<file path="src/rtl/restoring_divider_pkg.sv">
// rtl/restoring_divider_pkg.sv - shared state encoding for the restoring divider
package restoring_divider_pkg;

  typedef enum logic [1:0] {
    ST_IDLE = 2'd0,
    ST_CALC = 2'd1,
    ST_DONE = 2'd2
  } div_state_e;

  function automatic logic state_is_busy(input div_state_e s);
    return (s == ST_CALC) || (s == ST_DONE);
  endfunction

endpackage

</file>
<file path="src/rtl/restoring_divider_ctrl.sv">
// rtl/restoring_divider_ctrl.sv - controller FSM and iteration counter for the divider
module restoring_divider_ctrl #(
  parameter int N  = 8,
  parameter int CW = 4
) (
  input  logic clk,
  input  logic clr_n,
  input  logic i_start,
  input  logic i_divisor_zero,
  output logic o_ld_a,
  output logic o_ld_q,
  output logic o_ld_m,
  output logic o_sft,
  output logic o_ldres,
  output logic o_setdbz,
  output logic o_busy,
  output logic o_done
);
  import restoring_divider_pkg::*;

  div_state_e    r_state;
  logic [CW-1:0] r_count;
  logic          r_dbz_run;
  logic          r_busy;
  logic          r_done;
  logic          w_accept;
  logic          w_last;

  always_comb begin
    w_accept = (r_state == ST_IDLE) && i_start;
    w_last   = (r_count == CW'(1));
    o_ld_a   = w_accept && !i_divisor_zero;
    o_ld_q   = w_accept && !i_divisor_zero;
    o_ld_m   = w_accept && !i_divisor_zero;
    o_setdbz = w_accept && i_divisor_zero;
    // a divide-by-zero run spends one idle CALC cycle so done lands one edge later
    o_sft    = (r_state == ST_CALC) && !r_dbz_run;
    o_ldres  = o_sft && w_last;
  end

  always_ff @(posedge clk or negedge clr_n) begin
    if (!clr_n) begin
      r_state   <= ST_IDLE;
      r_count   <= '0;
      r_dbz_run <= 1'b0;
      r_busy    <= 1'b0;
      r_done    <= 1'b0;
    end else begin
      case (r_state)
        ST_IDLE: begin
          r_done <= 1'b0;
          if (i_start) begin
            r_state   <= ST_CALC;
            r_count   <= i_divisor_zero ? CW'(1) : CW'(N);
            r_dbz_run <= i_divisor_zero;
            r_busy    <= state_is_busy(ST_CALC);
          end
        end
        ST_CALC: begin
          r_count <= r_count - CW'(1);
          if (w_last) begin
            r_state <= ST_DONE;
            r_done  <= 1'b1;
            r_busy  <= state_is_busy(ST_DONE);
          end
        end
        ST_DONE: begin
          r_state   <= ST_IDLE;
          r_done    <= 1'b0;
          r_dbz_run <= 1'b0;
          r_busy    <= state_is_busy(ST_IDLE);
        end
        default: begin
          r_state <= ST_IDLE;
          r_done  <= 1'b0;
          r_busy  <= 1'b0;
        end
      endcase
    end
  end

  assign o_busy = r_busy;
  assign o_done = r_done;

endmodule

</file>
<file path="src/rtl/restoring_divider.sv">
// rtl/restoring_divider.sv - sequential unsigned restoring divider, one quotient bit per clock
module restoring_divider #(
  parameter int N  = 8,
  parameter int CW = 4
) (
  input  logic         clk,
  input  logic         clr_n,
  input  logic         start,
  input  logic [N-1:0] dividend,
  input  logic [N-1:0] divisor,
  output logic         busy,
  output logic         done,
  output logic         dbz,
  output logic [N-1:0] quotient,
  output logic [N-1:0] remainder
);
  import restoring_divider_pkg::*;

  logic [N:0]   r_a;
  logic [N-1:0] r_q;
  logic [N-1:0] r_m;
  logic [N-1:0] r_quot;
  logic [N-1:0] r_rem;
  logic         r_dbz;

  logic         w_ld_a;
  logic         w_ld_q;
  logic         w_ld_m;
  logic         w_sft;
  logic         w_ldres;
  logic         w_setdbz;
  logic         w_divisor_zero;
  logic [N:0]   w_s;
  logic [N:0]   w_t;
  logic         w_neg;
  logic [N:0]   w_a_nxt;
  logic [N-1:0] w_q_nxt;
  logic         w_unused_a_msb;

  assign w_divisor_zero = (divisor == '0);

  restoring_divider_ctrl #(
    .N  (N),
    .CW (CW)
  ) u_ctrl (
    .clk            (clk),
    .clr_n          (clr_n),
    .i_start        (start),
    .i_divisor_zero (w_divisor_zero),
    .o_ld_a         (w_ld_a),
    .o_ld_q         (w_ld_q),
    .o_ld_m         (w_ld_m),
    .o_sft          (w_sft),
    .o_ldres        (w_ldres),
    .o_setdbz       (w_setdbz),
    .o_busy         (busy),
    .o_done         (done)
  );

  // A stays below M after every step, so its MSB only matters inside the subtract
  always_comb begin
    w_s            = {r_a[N-1:0], r_q[N-1]};
    w_t            = w_s - {1'b0, r_m};
    w_neg          = w_t[N];
    w_a_nxt        = w_neg ? w_s : w_t;
    w_q_nxt        = {r_q[N-2:0], ~w_neg};
    w_unused_a_msb = r_a[N];
  end

  always_ff @(posedge clk or negedge clr_n) begin
    if (!clr_n) begin
      r_a    <= '0;
      r_q    <= '0;
      r_m    <= '0;
      r_quot <= '0;
      r_rem  <= '0;
      r_dbz  <= 1'b0;
    end else begin
      if (w_ld_a)     r_a <= '0;
      else if (w_sft) r_a <= w_a_nxt;

      if (w_ld_q)     r_q <= dividend;
      else if (w_sft) r_q <= w_q_nxt;

      if (w_ld_m) r_m <= divisor;

      if (w_ld_m)        r_dbz <= 1'b0;
      else if (w_setdbz) r_dbz <= 1'b1;

      if (w_setdbz) begin
        r_quot <= '1;
        r_rem  <= dividend;
      end else if (w_ldres) begin
        r_quot <= w_q_nxt;
        r_rem  <= w_a_nxt[N-1:0];
      end
    end
  end

  assign quotient  = r_quot;
  assign remainder = r_rem;
  assign dbz       = r_dbz;

endmodule

</file>
<file path="config.mk">
export PLATFORM = sky130hd
export DESIGN_NAME = restoring_divider
export DESIGN_NICKNAME = d
export VERILOG_FILES = /design/src/rtl/restoring_divider_pkg.sv /design/src/rtl/restoring_divider_ctrl.sv /design/src/rtl/restoring_divider.sv
export SDC_FILE = /design/constraint.sdc
export NUM_CORES = 1
export LEC_CHECK = 0
export CELL_PAD_IN_SITES_DETAIL_PLACEMENT = 2
export CELL_PAD_IN_SITES_GLOBAL_PLACEMENT = 2
export CORE_MARGIN = 3
export CORE_UTILIZATION = 34
export CTS_CLUSTER_SIZE = 28
export DETAILED_ROUTE_END_ITERATION = 12
export GPL_TIMING_DRIVEN = 0
export PLACE_DENSITY = 0.74
export SETUP_SLACK_MARGIN = 0.15
export SLEW_MARGIN = 30
export SYNTH_ARGS = -nofsm -noshare
export SYNTH_HDL_FRONTEND = slang
export SYNTH_HIERARCHICAL = 1
export SYNTH_SLANG_ARGS = --single-unit
</file>
<file path="constraint.sdc">
create_clock -name clk -period 3.3 [get_ports clk]
set_input_delay 0.66 -clock clk [delete_from_list [all_inputs] [get_ports clk]]
set_output_delay 0.66 -clock clk [all_outputs]
set_load 0.02 [all_outputs]
</file>
== Yosys cells after proc, flatten, opt, wreduce, memory -nomap -nowiden ==
Index checks and enable logic that the tools add are counted.
Word-level totals
  output and inout bits: 19
  flip-flop bits (word level): 50
  input port bits: 19
  word-level logic and storage cells: 59
Cells by class
  mux-type cells: 23
  bitwise logic cells: 1
  $add $sub $neg: 2
  equal/unequal tests: 5
  reductions and logical operators: 17
Operators with widths (number)
  $mux 8: 9
  $reduce_bool 2->1: 5
  $sub 9x8->9: 1
  $logic_not 8->1: 1
  $mux 4: 2
  $pmux 4 s2: 1
  $mux 1: 6
  $reduce_and 2->1: 3
  $logic_and 1x1->1: 5
  $eq 4x1->1 const B: 1
  $mux 2: 2
  $pmux 1 s2: 2
  $pmux 2 s2: 1
  $sub 4x1->4 const B: 1
  $eq 2x1->1 const B: 1
  $eq 2x2->1 const B: 1
  $logic_not 1->1: 2
  $logic_not 2->1: 1
  $ne 2x1->1 const B: 1
  $ne 2x2->1 const B: 1
  $not 1->1: 1

== Depth between registers and ports, before layout ==
Gate-level depths: netlist of the first run.
  depth in word-level cells: 5
  gate-level depth with buffers: 11

== Modules after synthesis ==
Netlist of the first run, hierarchy kept.
By module, submodules not included
  restoring_divider: area each 2164.6 µm², seq. area each 1026.0 µm², times used 1, cells each 218
  restoring_divider_ctrl: area each 505.5 µm², seq. area each 225.2 µm², times used 1, cells each 49

== Worst setup path before layout of the first run ==
OpenSTA, ideal clock, no wires.
  path type: register -> register
  start: register r_q[7]
  end: register r_a[5]
  data required time: 3.213 ns
  library setup time: 0.087 ns
  data arrival time: 2.451 ns
  slack: 0.763 ns
  stages on the path, launching flop included: 12
  period minus slack after synthesis: 2.537 ns
  path through: dfrtp_1 inv_1 ha_1 inv_1 fa_1 a211oi_2 o31ai_4 mux2i_1 or2_1 buf_6 o31a_1 a211oi_2
Between the ends
  longest elaborated chain between the ends: 4
RTL lines
  start: declaration: line restoring_divider.sv:20  | logic [N-1:0] r_q;
  start signal: assignment: line restoring_divider.sv:82  | if (w_ld_q) r_q <= dividend;
  start signal: assignment: line restoring_divider.sv:83  | else if (w_sft) r_q <= w_q_nxt;
  $sub 9x8->9: line restoring_divider.sv:63  | w_t = w_s - {1'b0, r_m};
  $mux 8: line restoring_divider.sv:65  | w_a_nxt = w_neg ? w_s : w_t;
  $mux 8: line restoring_divider.sv:80  | else if (w_sft) r_a <= w_a_nxt;
  $mux 8: line restoring_divider.sv:79  | if (w_ld_a) r_a <= '0;
  end signal: assignment: line restoring_divider.sv:80
  end: declaration: line restoring_divider.sv:19  | logic [N:0] r_a;
No other way between the ends. The select of a mux whose other input is x is not followed.
A chain may end at the register's enable or synchronous reset.

== Worst setup path in the final report of the first run ==
  start: register r_q[7]
  end: register r_a[6]
Same word-level chain as after synthesis.

==> results of run 1 <==
metrics by stage:
| step | hold slack [ns] | TNS [ns] | cells |
|---|---|---|---|
| 6_report | 0.1549 | 0 | 412 |
| 5_1_grt | 0.1297 | 0 | 412 |
| 4_1_cts | 0.1400 | 0 | 412 |
| 3_5_place_dp | 0.4784 | -1.698 | 404 |
| 3_3_place_gp | 0.4769 | -5.454 | 403 |
| 2_1_floorplan | 0.3644 | 0 | 267 |
cells in the mapped netlist (2+ instances only):
cell type / n / area, sq um
sky130_fd_sc_hd__or2_2: 2 / 12.51
sky130_fd_sc_hd__nand2_1: 20 / 75.07
sky130_fd_sc_hd__o21ai_0: 33 / 165.2
sky130_fd_sc_hd__buf_4: 2 / 15.01
sky130_fd_sc_hd__a211o_1: 8 / 70.07
sky130_fd_sc_hd__mux2i_1: 14 / 140.1
sky130_fd_sc_hd__o211ai_1: 2 / 15.01
sky130_fd_sc_hd__nor2_1: 25 / 93.84
sky130_fd_sc_hd__a211oi_2: 3 / 37.54
sky130_fd_sc_hd__nor2b_1: 9 / 56.30
sky130_fd_sc_hd__o31a_1: 3 / 26.28
sky130_fd_sc_hd__nand2b_1: 9 / 56.30
sky130_fd_sc_hd__a21oi_1: 10 / 50.05
sky130_fd_sc_hd__clkbuf_1: 5 / 18.77
sky130_fd_sc_hd__or4_1: 3 / 22.52
sky130_fd_sc_hd__a22o_1: 2 / 17.52
sky130_fd_sc_hd__o21a_1: 2 / 15.01
sky130_fd_sc_hd__mux2_2: 2 / 22.52
sky130_fd_sc_hd__inv_1: 13 / 48.80
sky130_fd_sc_hd__buf_1: 4 / 15.01
sky130_fd_sc_hd__a22oi_1: 8 / 60.06
sky130_fd_sc_hd__xor2_1: 3 / 26.28
sky130_fd_sc_hd__dfrtp_1: 50 / 1251
sky130_fd_sc_hd__a211oi_1: 4 / 30.03
sky130_fd_sc_hd__ha_1: 10 / 125.1
worst min path at each step:
stage | start | endpoint | slack, ns | cells after the start
floorplan | clr_n | dbz$_DFFE_PN0P_ | 0.36 | 0
global placement | u_ctrl/o_done$_DFFE_PN0P_ | u_ctrl/o_done$_DFFE_PN0P_ | 0.48 | 2
detailed placement | clr_n | remainder[7]$_DFFE_PN0P_ | 0.48 | 1
CTS | clr_n | remainder[7]$_DFFE_PN0P_ | 0.14 | 1
global route | clr_n | r_a[7]$_DFFE_PN0P_ | 0.13 | 1
finish | clr_n | remainder[7]$_DFFE_PN0P_ | 0.15 | 1
metal layers:
layer | vias up | routed length (microns) | track usage (%)
met1 | 1075 | 3309 | 22.02
li1 | 1029 | - | -
met4 | 0 | 43 | 3.966
met5 | - | 0 | 0
met2 | 12 | 3804 | 30.53
met3 | 2 | 106 | 3.586
registers in the layout, indices dropped and copies added (netlist names):
signal and flops:
r_m 8, u_ctrl/o_busy 1, remainder 8, dbz 1, u_ctrl/r_count 4, u_ctrl/r_state 2
u_ctrl/r_dbz_run 1, r_a 8, quotient 8, u_ctrl/o_done 1, r_q 8
power breakdown:
part	internal [W]	switching (W)	total, W
Combinational	0.000941	0.00120	0.00214
Sequential	0.000885	0.000201	0.00109
Clock	0.000174	0.000206	0.000379
Total	0.00200	0.00161	0.00360
cell type report:
| type | instances | share of cell area (%) |
|---|---|---|
| Timing Repair Buffer | 38 | 12.03 |
| Tap cell | 99 | 3.769 |
| Sequential cell | 50 | 38.07 |
| Clock inverter | 1 | 0.2665 |
| Buffer | 13 | 2.056 |
| Clock buffer | 7 | 2.627 |
| Multi-Input combinational cell | 191 | 39.70 |
| Inverter | 13 | 1.485 |
critical path, cell delays in order (launching register included):
cell and delay (ns):
sky130_fd_sc_hd__dfrtp_1 0.39, sky130_fd_sc_hd__inv_1 0.08, sky130_fd_sc_hd__ha_1 0.16, sky130_fd_sc_hd__inv_1 0.05
sky130_fd_sc_hd__fa_1 0.41, sky130_fd_sc_hd__a211oi_2 0.34, sky130_fd_sc_hd__o31ai_4 0.13, sky130_fd_sc_hd__mux2i_1 0.25
sky130_fd_sc_hd__nor2_1 0.47, sky130_fd_sc_hd__mux2i_1 0.36, sky130_fd_sc_hd__o21ai_0 0.14
logic make-up after synthesis:
kind of cell    Yosys count
mux                      16
xor+xnor                  3
buf+inv                  26
fa+ha+maj                11
simple gates             80
compound gates           81
flops                    50
==> qor.tcl, run 1 <==
set qor(cts.repair.resized) 1
set qor(ys_seq_area_share_pct) 46.86
set qor(combinational_family_with_the_most_area_after_synthesis) {compound AO/OA/AOI/OAI gates}
set qor(muxShareOfSynthArea_pct) 6.092
set qor(setup.worst_path.end) {r_a[6]$_DFFE_PN0P_}
set qor(die_h_microns) 94.62
set qor(synth-adder-area-share_pct) 5.436
set qor(multiInputGateArea_sq_um) 1305
set qor(cts.reportedPaths.clkPinSlew_ns) 0.09
set qor(core_area_sq_um) 7447
set qor(antenna_found_initial) 0
set qor(route.vias.total) 2118
set qor(synthFlopType) {sky130_fd_sc_hd__dfrtp_1}
set qor(max_clock_freq_mhz) 343.6
set qor(post_drt_via_cell_ratio) 5.141
set qor(drt_wl_total_mm) 7.264
set qor(grt_setup_unrepaired) {false}
set qor(wl_per_cell_microns) 17.63
set qor(io-pin-count) 38
set qor(finalCritPeriodShare_pct) 88.20
set qor(layout_commonest_cell) {sky130_fd_sc_hd__dfrtp_1}
set qor(clkLatencyLatePin_ns) 0.30
set qor(peakVddDrop_mv) 0.6007
set qor(standard_cell_area_after_detailed_placement_sq_um) 3189
set qor(report.final.hold_viol_count) 0
set qor(kind_of_critical_path) {register to register}
set qor(asyncSetResetFlopFracSynth_pct) 100.0
set qor(fin_area_sq_um) 3287
set qor(worstMarginPinSlew_ns) 0.7520
set qor(synth_enable_flop_cells) 0
set qor(cts_tree) {built}
set qor(clock_sink_count) 50
set qor(antenna_cells) 0
set qor(most-common-layout-cells) {sky130_fd_sc_hd__dfrtp_1 (50), sky130_fd_sc_hd__clkdlybuf4s50_1 (36), sky130_fd_sc_hd__o21ai_0 (33), sky130_fd_sc_hd__nor2_1 (25), sky130_fd_sc_hd__nand2_1 (20)}
set qor(die_w_microns) 94.62
set qor(timing.critical_path.required_ns) 3.48
set qor(path_max_fanout) 7
set qor(p_leak_nw) 1.448
set qor(worst_r2r_startpoint) {r_q[7]$_DFFE_PN0P_}
set qor(slew_headroom_pct) 49.16
set qor(final_layout_size_suffix_gt1_share_pct) 9.265
set qor(setup.worst_path.start) {r_q[7]$_DFFE_PN0P_}
set qor(grt_pass1_vias) 2278
set qor(syn-mean-instance-area_sq_um) 10.00
set qor(place.gp.congestion) 0.7400
set qor(maxcap_viol_count) 0
set qor(syn_nets) 297
set qor(syn_inst) 267
set qor(grt_first_pass_wirelength_mm) 11.93
set qor(worst-r2r-cell-count) 10
set qor(synthesis_warnings) 6
set qor(row_count) 31
set qor(drt.antenna.violating_nets) 0
set qor(synth_compound_area_share_pct) 20.76
set qor(postLayoutCoreUtil_pct) 44.14
set qor(cts-htree-levels) 2
set qor(detailedPlacementHpwl_mm) 5.587
set qor(post-cts-setup-buffers) 0
set qor(syn_to_final_growth_pct) 23.10
set qor(r2r-end) {r_a[6]$_DFFE_PN0P_}
set qor(die-area_sq_um) 8952
set qor(post_cts_hold_buffer_count) 0
set qor(finalPower_w) 0.003605
set qor(timing.hold.worst.class) {input port to asynchronous set/reset pin}
set qor(synth-simple-area-share_pct) 15.60
set qor(post-route-min-period_ns) 2.911
set qor(total_of_flip_flops_plus_latches_after_synthesis) 50
set qor(nets) 342
set qor(initialDrtViolationCount) 61
set qor(dpl_worst_slack_ns) -0.2277
set qor(power_density_nw_per_um2) 1097
set qor(reg2reg_setup_slack_ns) 0.39
set qor(timing.final.max_slew_violations) 0
set qor(run_status) {finished clean}
set qor(fillerInstances) 822
set qor(initial_core_utilization_pct) 35.85
set qor(drt-pass1-iter-count) 4
set qor(setup_viol_count_final) 0
set qor(clock_path_buffers) 2
set qor(grtUsageTotal_pct) 17.43
set qor(synthXorXnorAreaFrac_pct) 0.9841
set qor(global_route.overflow_total) 0
set qor(regArea_sq_um) 1251
set qor(fin_ws_ns) 0.3895
set qor(synth.distinct_cells) 46
set qor(setup_crit_start_kind) {register}
set qor(post_synth_instance_area_sq_um) 2670
set qor(critPathArrivalTime_ns) 3.09
set qor(cts_made_buffers) 5
set qor(place.port_buffers) 37
set qor(grt_start_max_net_pins) 47
set qor(finalClockSkew_ns) 0.008756
set qor(end_kind) {register}
set qor(drc_errors) 0
set qor(cts-root-buf) {sky130_fd_sc_hd__clkbuf_8}
Power figures use the tool's default switching activity.
==> run 2: changes to the inputs <==
Settings changed: PLACE_DENSITY 0.74 to 0.76.
==> run 2 against run 1 <==
Power decreased by 0.45%; non-clock buffer count stayed put; clock skew is 0.0039 ns lower; design area is 0.57% lower; worst setup slack worse by 0.027 ns; flip-flop and latch count unchanged; clock power decreased by 9.2%; global-route usage up 0.24 points; sequential power about the same; maximum frequency decreased by 0.91%; register-to-register slack gained 0.07 ns; highest routed layer unchanged.
==> qor.tcl, run 2 (synthesized netlist as in run 1, its figures left out) <==
set qor(worst_r2r_startpoint) {r_q[7]$_DFFE_PN0P_}
set qor(kind_of_critical_path) {input port to register}
set qor(setup.worst_path.start) {divisor[5]}
set qor(setup_viol_count_final) 0
set qor(fin_area_sq_um) 3268
set qor(max_clock_freq_mhz) 340.5
set qor(postLayoutCoreUtil_pct) 43.88
set qor(setup_crit_start_kind) {input port}
set qor(place.port_buffers) 37
set qor(worst-r2r-cell-count) 11
set qor(layoutNonFillerInstCount) 411
set qor(cts_made_buffers) 5
set qor(nets) 342
set qor(standard_cell_area_after_detailed_placement_sq_um) 3182
set qor(path_max_fanout) 10
set qor(reg2reg_setup_slack_ns) 0.46
set qor(grtUsageTotal_pct) 17.67
set qor(maxcap_viol_count) 0
set qor(wl_per_cell_microns) 17.95
set qor(die_h_microns) 94.62
set qor(clock_path_buffers) 2
set qor(peakVddDrop_mv) 0.5823
set qor(most-common-layout-cells) {sky130_fd_sc_hd__dfrtp_1 (50), sky130_fd_sc_hd__clkdlybuf4s50_1 (36), sky130_fd_sc_hd__o21ai_0 (33), sky130_fd_sc_hd__nor2_1 (25), sky130_fd_sc_hd__nand2_1 (20)}
set qor(dpl_worst_slack_ns) -0.2640
set qor(cts.reportedPaths.clkPinSlew_ns) 0.08
set qor(critPathArrivalTime_ns) 3.09
set qor(drt.antenna.violating_nets) 0
set qor(detailedPlacementHpwl_mm) 5.697
set qor(power_switching_w) 0.001609
set qor(timing.hold.worst.class) {input port to asynchronous set/reset pin}
set qor(antenna_found_initial) 0
set qor(report.final.hold_viol_count) 0
set qor(cts-root-buf) {sky130_fd_sc_hd__clkbuf_8}
set qor(place.gp.congestion) 0.7703
set qor(grt_setup_unrepaired) {false}
set qor(post-route-min-period_ns) 2.937
set qor(timing.critical_path.required_ns) 3.46
set qor(route.vias.total) 2174
set qor(slew_headroom_pct) 39.62
set qor(layout_commonest_cell) {sky130_fd_sc_hd__dfrtp_1}
set qor(p_seq_share_pct) 30.4
set qor(drt_wl_total_mm) 7.378
set qor(post_cts_hold_buffer_count) 0
set qor(p_comb_share_pct) 60.1
set qor(sw_frac_of_total_pct) 44.83
set qor(global_route.overflow_total) 0
set qor(placed_cells_incl_taps) 404
set qor(finalClockSkew_ns) 0.004846
set qor(grt_start_max_net_pins) 31
set qor(initial_core_utilization_pct) 35.85
set qor(r2r-end) {r_a[5]$_DFFE_PN0P_}
set qor(clock_sink_count) 50
set qor(clkLatencyLatePin_ns) 0.30
set qor(grt_pass1_vias) 2380
set qor(p_leak_nw) 1.433
set qor(finalCritPeriodShare_pct) 89.00
set qor(timing.final.max_slew_violations) 0
set qor(antenna_cells) 0
set qor(run_status) {finished clean}
set qor(die_w_microns) 94.62
set qor(initialDrtViolationCount) 31
set qor(grt_first_pass_wirelength_mm) 12.32
set qor(worstMarginPinSlew_ns) 0.8931
set qor(post_drt_via_cell_ratio) 5.290
set qor(die-area_sq_um) 8952
set qor(p_int_w) 0.001980
set qor(drt-pass1-iter-count) 4
set qor(share_clk_of_total_power_pct) 9.6
set qor(cts_tree) {built}
set qor(power_density_nw_per_um2) 1098
set qor(fin_ws_ns) 0.3629
set qor(cts-htree-levels) 2
set qor(drc_errors) 0
set qor(final_hold_slack_ns) 0.2428
set qor(syn_to_final_growth_pct) 22.40
set qor(row_count) 31
set qor(final_layout_size_suffix_gt1_share_pct) 9.295
set qor(io-pin-count) 38
set qor(core_area_sq_um) 7447
set qor(end_kind) {register}
-- run 2: cell count changes in the layout (fill, tap and decap cells not counted), sizes merged --
cell | before | now
clkinvlp | 0 | 1
buf | 10 | 11
clkbuf | 12 | 10
inv | 14 | 13
-- run 2: metrics by stage --
stage          power [W]  TNS (ns)
2_1_floorplan   0.002571         0
3_3_place_gp    0.003163    -4.824
3_5_place_dp    0.003265    -2.068
4_1_cts         0.003649         0
5_1_grt         0.003929         0
6_report        0.003589         0
-- run 2: metal layers --
layer,track usage [%],wire length (microns),vias to the layer above,part of all wire (%)
met1,22.35,3306,1119,45
met3,2.709,130,4,1.8
met2,32.35,3892,18,53
met5,0,0,-,0
met4,2.524,48,0,0.65
li1,-,-,1033,-
-- run 2: worst max-delay path: stages --
cell                              delay [ns]
sky130_fd_sc_hd__clkdlybuf4s50_1        0.42
sky130_fd_sc_hd__or4_1                  0.57
sky130_fd_sc_hd__nor2_1                 0.25
sky130_fd_sc_hd__nand3b_1               0.13
sky130_fd_sc_hd__nor2_1                 0.22
sky130_fd_sc_hd__buf_2                  0.27
sky130_fd_sc_hd__nor2_1                 0.19
sky130_fd_sc_hd__a22oi_1                0.24
sky130_fd_sc_hd__o21ai_0                0.15
-- run 2: area by class of cell --
class,instances,area (sq um)
Tap cell,99,123.9
Sequential cell,50,1251
Fill cell,832,4179
Multi-Input combinational cell,191,1309
Buffer,13,67.56
Timing Repair Buffer,38,387.9
Clock inverter,1,7.507
Clock buffer,6,72.57
Inverter,13,48.80
-- run 2: how the worst max path moves through the flow --
stage,end,slack (ns),cells after the start
2_1_floorplan,r_a[5]$_DFFE_PN0P_,0.76,11
3_3_place_gp,remainder[5]$_DFFE_PN0P_,-0.20,9
3_5_place_dp,remainder[5]$_DFFE_PN0P_,-0.26,9
4_1_cts,remainder[1]$_DFFE_PN0P_,0.31,11
5_1_grt,remainder[3]$_DFFE_PN0P_,0.17,9
6_report,remainder[3]$_DFFE_PN0P_,0.36,9
-- run 2: power by group through the flow --
stage	registers [W]	clock network, W	logic, W
after detailed placement	0.00111	0	0.00216
after CTS	0.00109	0.000366	0.00219
after global routing	0.00113	0.000389	0.00241
after floorplan	0.00115	0	0.00143
final	0.00109	0.000344	0.00216
after global placement	0.00109	0	0.00208
-- run 2: what timing repair did --
item,4_1_cts,5_1_grt
endpoints found under the setup margin,2,3
gates resized for setup,2,2
buffers inserted,0,0
==> run 3: changes to the inputs <==
Settings changed: CORE_MARGIN 3 to 2.
==> run 3 against run 2 <==
Core utilization down 0.72 points; flip-flop and latch count is the same; worst setup slack improved by 0.024 ns; combinational power barely moved; clock power up 17%; clock skew rose by 0.0094 ns; power up 1.2%; final cell count grew 0.97%; first-iteration DRC count increased by 35%; via count down 0.46%; sequential share of layout area is 0.38 points lower; wire length fell by 2.8%.
==> qor.tcl, run 3 (synthesized netlist as in run 1, its figures left out) <==
set qor(core_area_sq_um) 7647
set qor(layoutNonFillerInstCount) 415
set qor(post_cts_hold_buffer_count) 0
set qor(drc_errors) 0
set qor(worst_r2r_startpoint) {r_q[7]$_DFFE_PN0P_}
set qor(timing.critical_path.required_ns) 3.45
set qor(die-area_sq_um) 8578
set qor(finalCritPeriodShare_pct) 88.27
set qor(post-route-min-period_ns) 2.913
set qor(report.final.hold_viol_count) 0
set qor(drt_wl_total_mm) 7.174
set qor(antenna_cells) 0
set qor(fillerInstances) 836
set qor(grtUsageTotal_pct) 17.84
set qor(route.vias.total) 2164
set qor(share_clk_of_total_power_pct) 11.0
set qor(timing.hold.worst.class) {input port to asynchronous set/reset pin}
set qor(die_w_microns) 92.62
set qor(p_seq_share_pct) 30.0
set qor(drt-pass1-iter-count) 4
set qor(grt_setup_unrepaired) {false}
set qor(wl_per_cell_microns) 17.29
set qor(cts.reportedPaths.clkPinSlew_ns) 0.09
set qor(max_clock_freq_mhz) 343.3
set qor(grt_pass1_vias) 2373
set qor(run_status) {finished clean}
set qor(cts_made_buffers) 5
set qor(syn_to_final_growth_pct) 23.62
set qor(post_drt_via_cell_ratio) 5.214
set qor(cts_tree) {built}
set qor(setup_viol_count_final) 0
set qor(p_leak_nw) 1.453
set qor(most-common-layout-cells) {sky130_fd_sc_hd__dfrtp_1 (50), sky130_fd_sc_hd__clkdlybuf4s50_1 (36), sky130_fd_sc_hd__o21ai_0 (33), sky130_fd_sc_hd__nor2_1 (25), sky130_fd_sc_hd__nand2_1 (20)}
set qor(place.gp.congestion) 0.7813
set qor(setup.worst_path.start) {r_q[7]$_DFFE_PN0P_}
set qor(postLayoutCoreUtil_pct) 43.16
set qor(setup_crit_start_kind) {register}
set qor(initial_core_utilization_pct) 34.91
set qor(power_density_nw_per_um2) 1100
set qor(final_layout_size_suffix_gt1_share_pct) 9.585
set qor(clkLatencyLatePin_ns) 0.31
set qor(cts-root-buf) {sky130_fd_sc_hd__clkbuf_8}
set qor(place.port_buffers) 37
set qor(crit_path_top_delay_cell) {sky130_fd_sc_hd__mux2i_1}
set qor(maxcap_viol_count) 0
set qor(worstPathCellList) {inv_1 > ha_1 > inv_1 > fa_1 > a211oi_2 > o31ai_4 > mux2i_1 > or2_1 > buf_6 > mux2i_1 > a211oi_1}
set qor(detailedPlacementHpwl_mm) 5.663
set qor(nets) 342
set qor(crit_path_max_incr_delay_ns) 0.48
set qor(clock_sink_count) 50
set qor(end_kind) {register}
set qor(cts-htree-levels) 2
set qor(power_switching_w) 0.001616
set qor(cts.repair.resized) 0
set qor(p_int_w) 0.002016
set qor(clock_path_buffers) 2
set qor(kind_of_critical_path) {register to register}
set qor(die_h_microns) 92.62
set qor(sw_frac_of_total_pct) 44.48
set qor(critPathArrivalTime_ns) 3.07
set qor(finalClockSkew_ns) 0.01424
set qor(setup.worst_path.end) {r_a[1]$_DFFE_PN0P_}
set qor(global_route.overflow_total) 0
set qor(io-pin-count) 38
set qor(grt_first_pass_wirelength_mm) 12.08
set qor(worst-r2r-cell-count) 11
set qor(initialDrtViolationCount) 42
set qor(worstMarginPinSlew_ns) 0.8107
set qor(row_count) 32
set qor(p_comb_share_pct) 58.9
set qor(layout_commonest_cell) {sky130_fd_sc_hd__dfrtp_1}
set qor(placed_cells_incl_taps) 407
set qor(r2r-end) {r_a[1]$_DFFE_PN0P_}
set qor(reg2reg_setup_slack_ns) 0.39
set qor(path_max_fanout) 7
set qor(critical_path_cell_count) 11
set qor(worst-path-buf-inv) 3
set qor(slew_headroom_pct) 45.19
set qor(antenna_found_initial) 0
set qor(post-cts-setup-buffers) 0
set qor(peakVddDrop_mv) 0.5472
set qor(grt_start_max_net_pins) 47
set qor(cp_top_family) {multiplexers}
set qor(drt.antenna.violating_nets) 0
set qor(timing.final.max_slew_violations) 0
set qor(finalPower_w) 0.003632
[run 3: worst min-delay path by stage]
| stage | from | to | slack [ns] |
|---|---|---|---|
| global route | clr_n | remainder[7]$_DFFE_PN0P_ | 0.13 |
| floorplan | clr_n | dbz$_DFFE_PN0P_ | 0.36 |
| detailed placement | clr_n | remainder[7]$_DFFE_PN0P_ | 0.48 |
| global placement | u_ctrl/o_done$_DFFE_PN0P_ | u_ctrl/o_done$_DFFE_PN0P_ | 0.48 |
| CTS | clr_n | remainder[7]$_DFFE_PN0P_ | 0.13 |
| finish | clr_n | remainder[7]$_DFFE_PN0P_ | 0.15 |
[run 3: final cells by class]
type                            instances  area [sq um]  area share, %
Multi-Input combinational cell        191          1305          39.54
Tap cell                              102         127.6          3.867
Sequential cell                        50          1251          37.91
Inverter                               13         48.80          1.478
Buffer                                 13         67.56          2.047
Clock inverter                          1         8.758         0.2654
Timing Repair Buffer                   38         395.4          11.98
Clock buffer                            7         96.34          2.919
[run 3: power by group through the flow]
stage                     registers (W)  clock network (W)  logic, W
after floorplan                 0.00115                  0   0.00143
after global placement          0.00109                  0   0.00208
after detailed placement        0.00111                  0   0.00217
after CTS                       0.00109           0.000419   0.00218
after global routing            0.00113           0.000441   0.00237
final                           0.00109           0.000401   0.00214
[run 3: layer usage]
metal / global-route usage (%) / routed length (microns) / vias to the layer above
li1: - / - / 1035
met1: 22.89 / 3158 / 1103
met2: 31.93 / 3817 / 18
met3: 2.278 / 112 / 8
met4: 4.412 / 87 / 0
met5: 0 / 0 / -
[run 3: metrics by stage]
step	cell area (sq um)	TNS, ns	hold slack, ns	setup slack (ns)
global route	3301	0	0.1310	0.1871
CTS	3298	0	0.1341	0.1767
detailed placement	3193	-0.5818	0.4785	-0.1456
finish	3301	0	0.1488	0.3871
floorplan	2670	0	0.3644	0.7627
global placement	3168	-4.868	0.4807	-0.1937
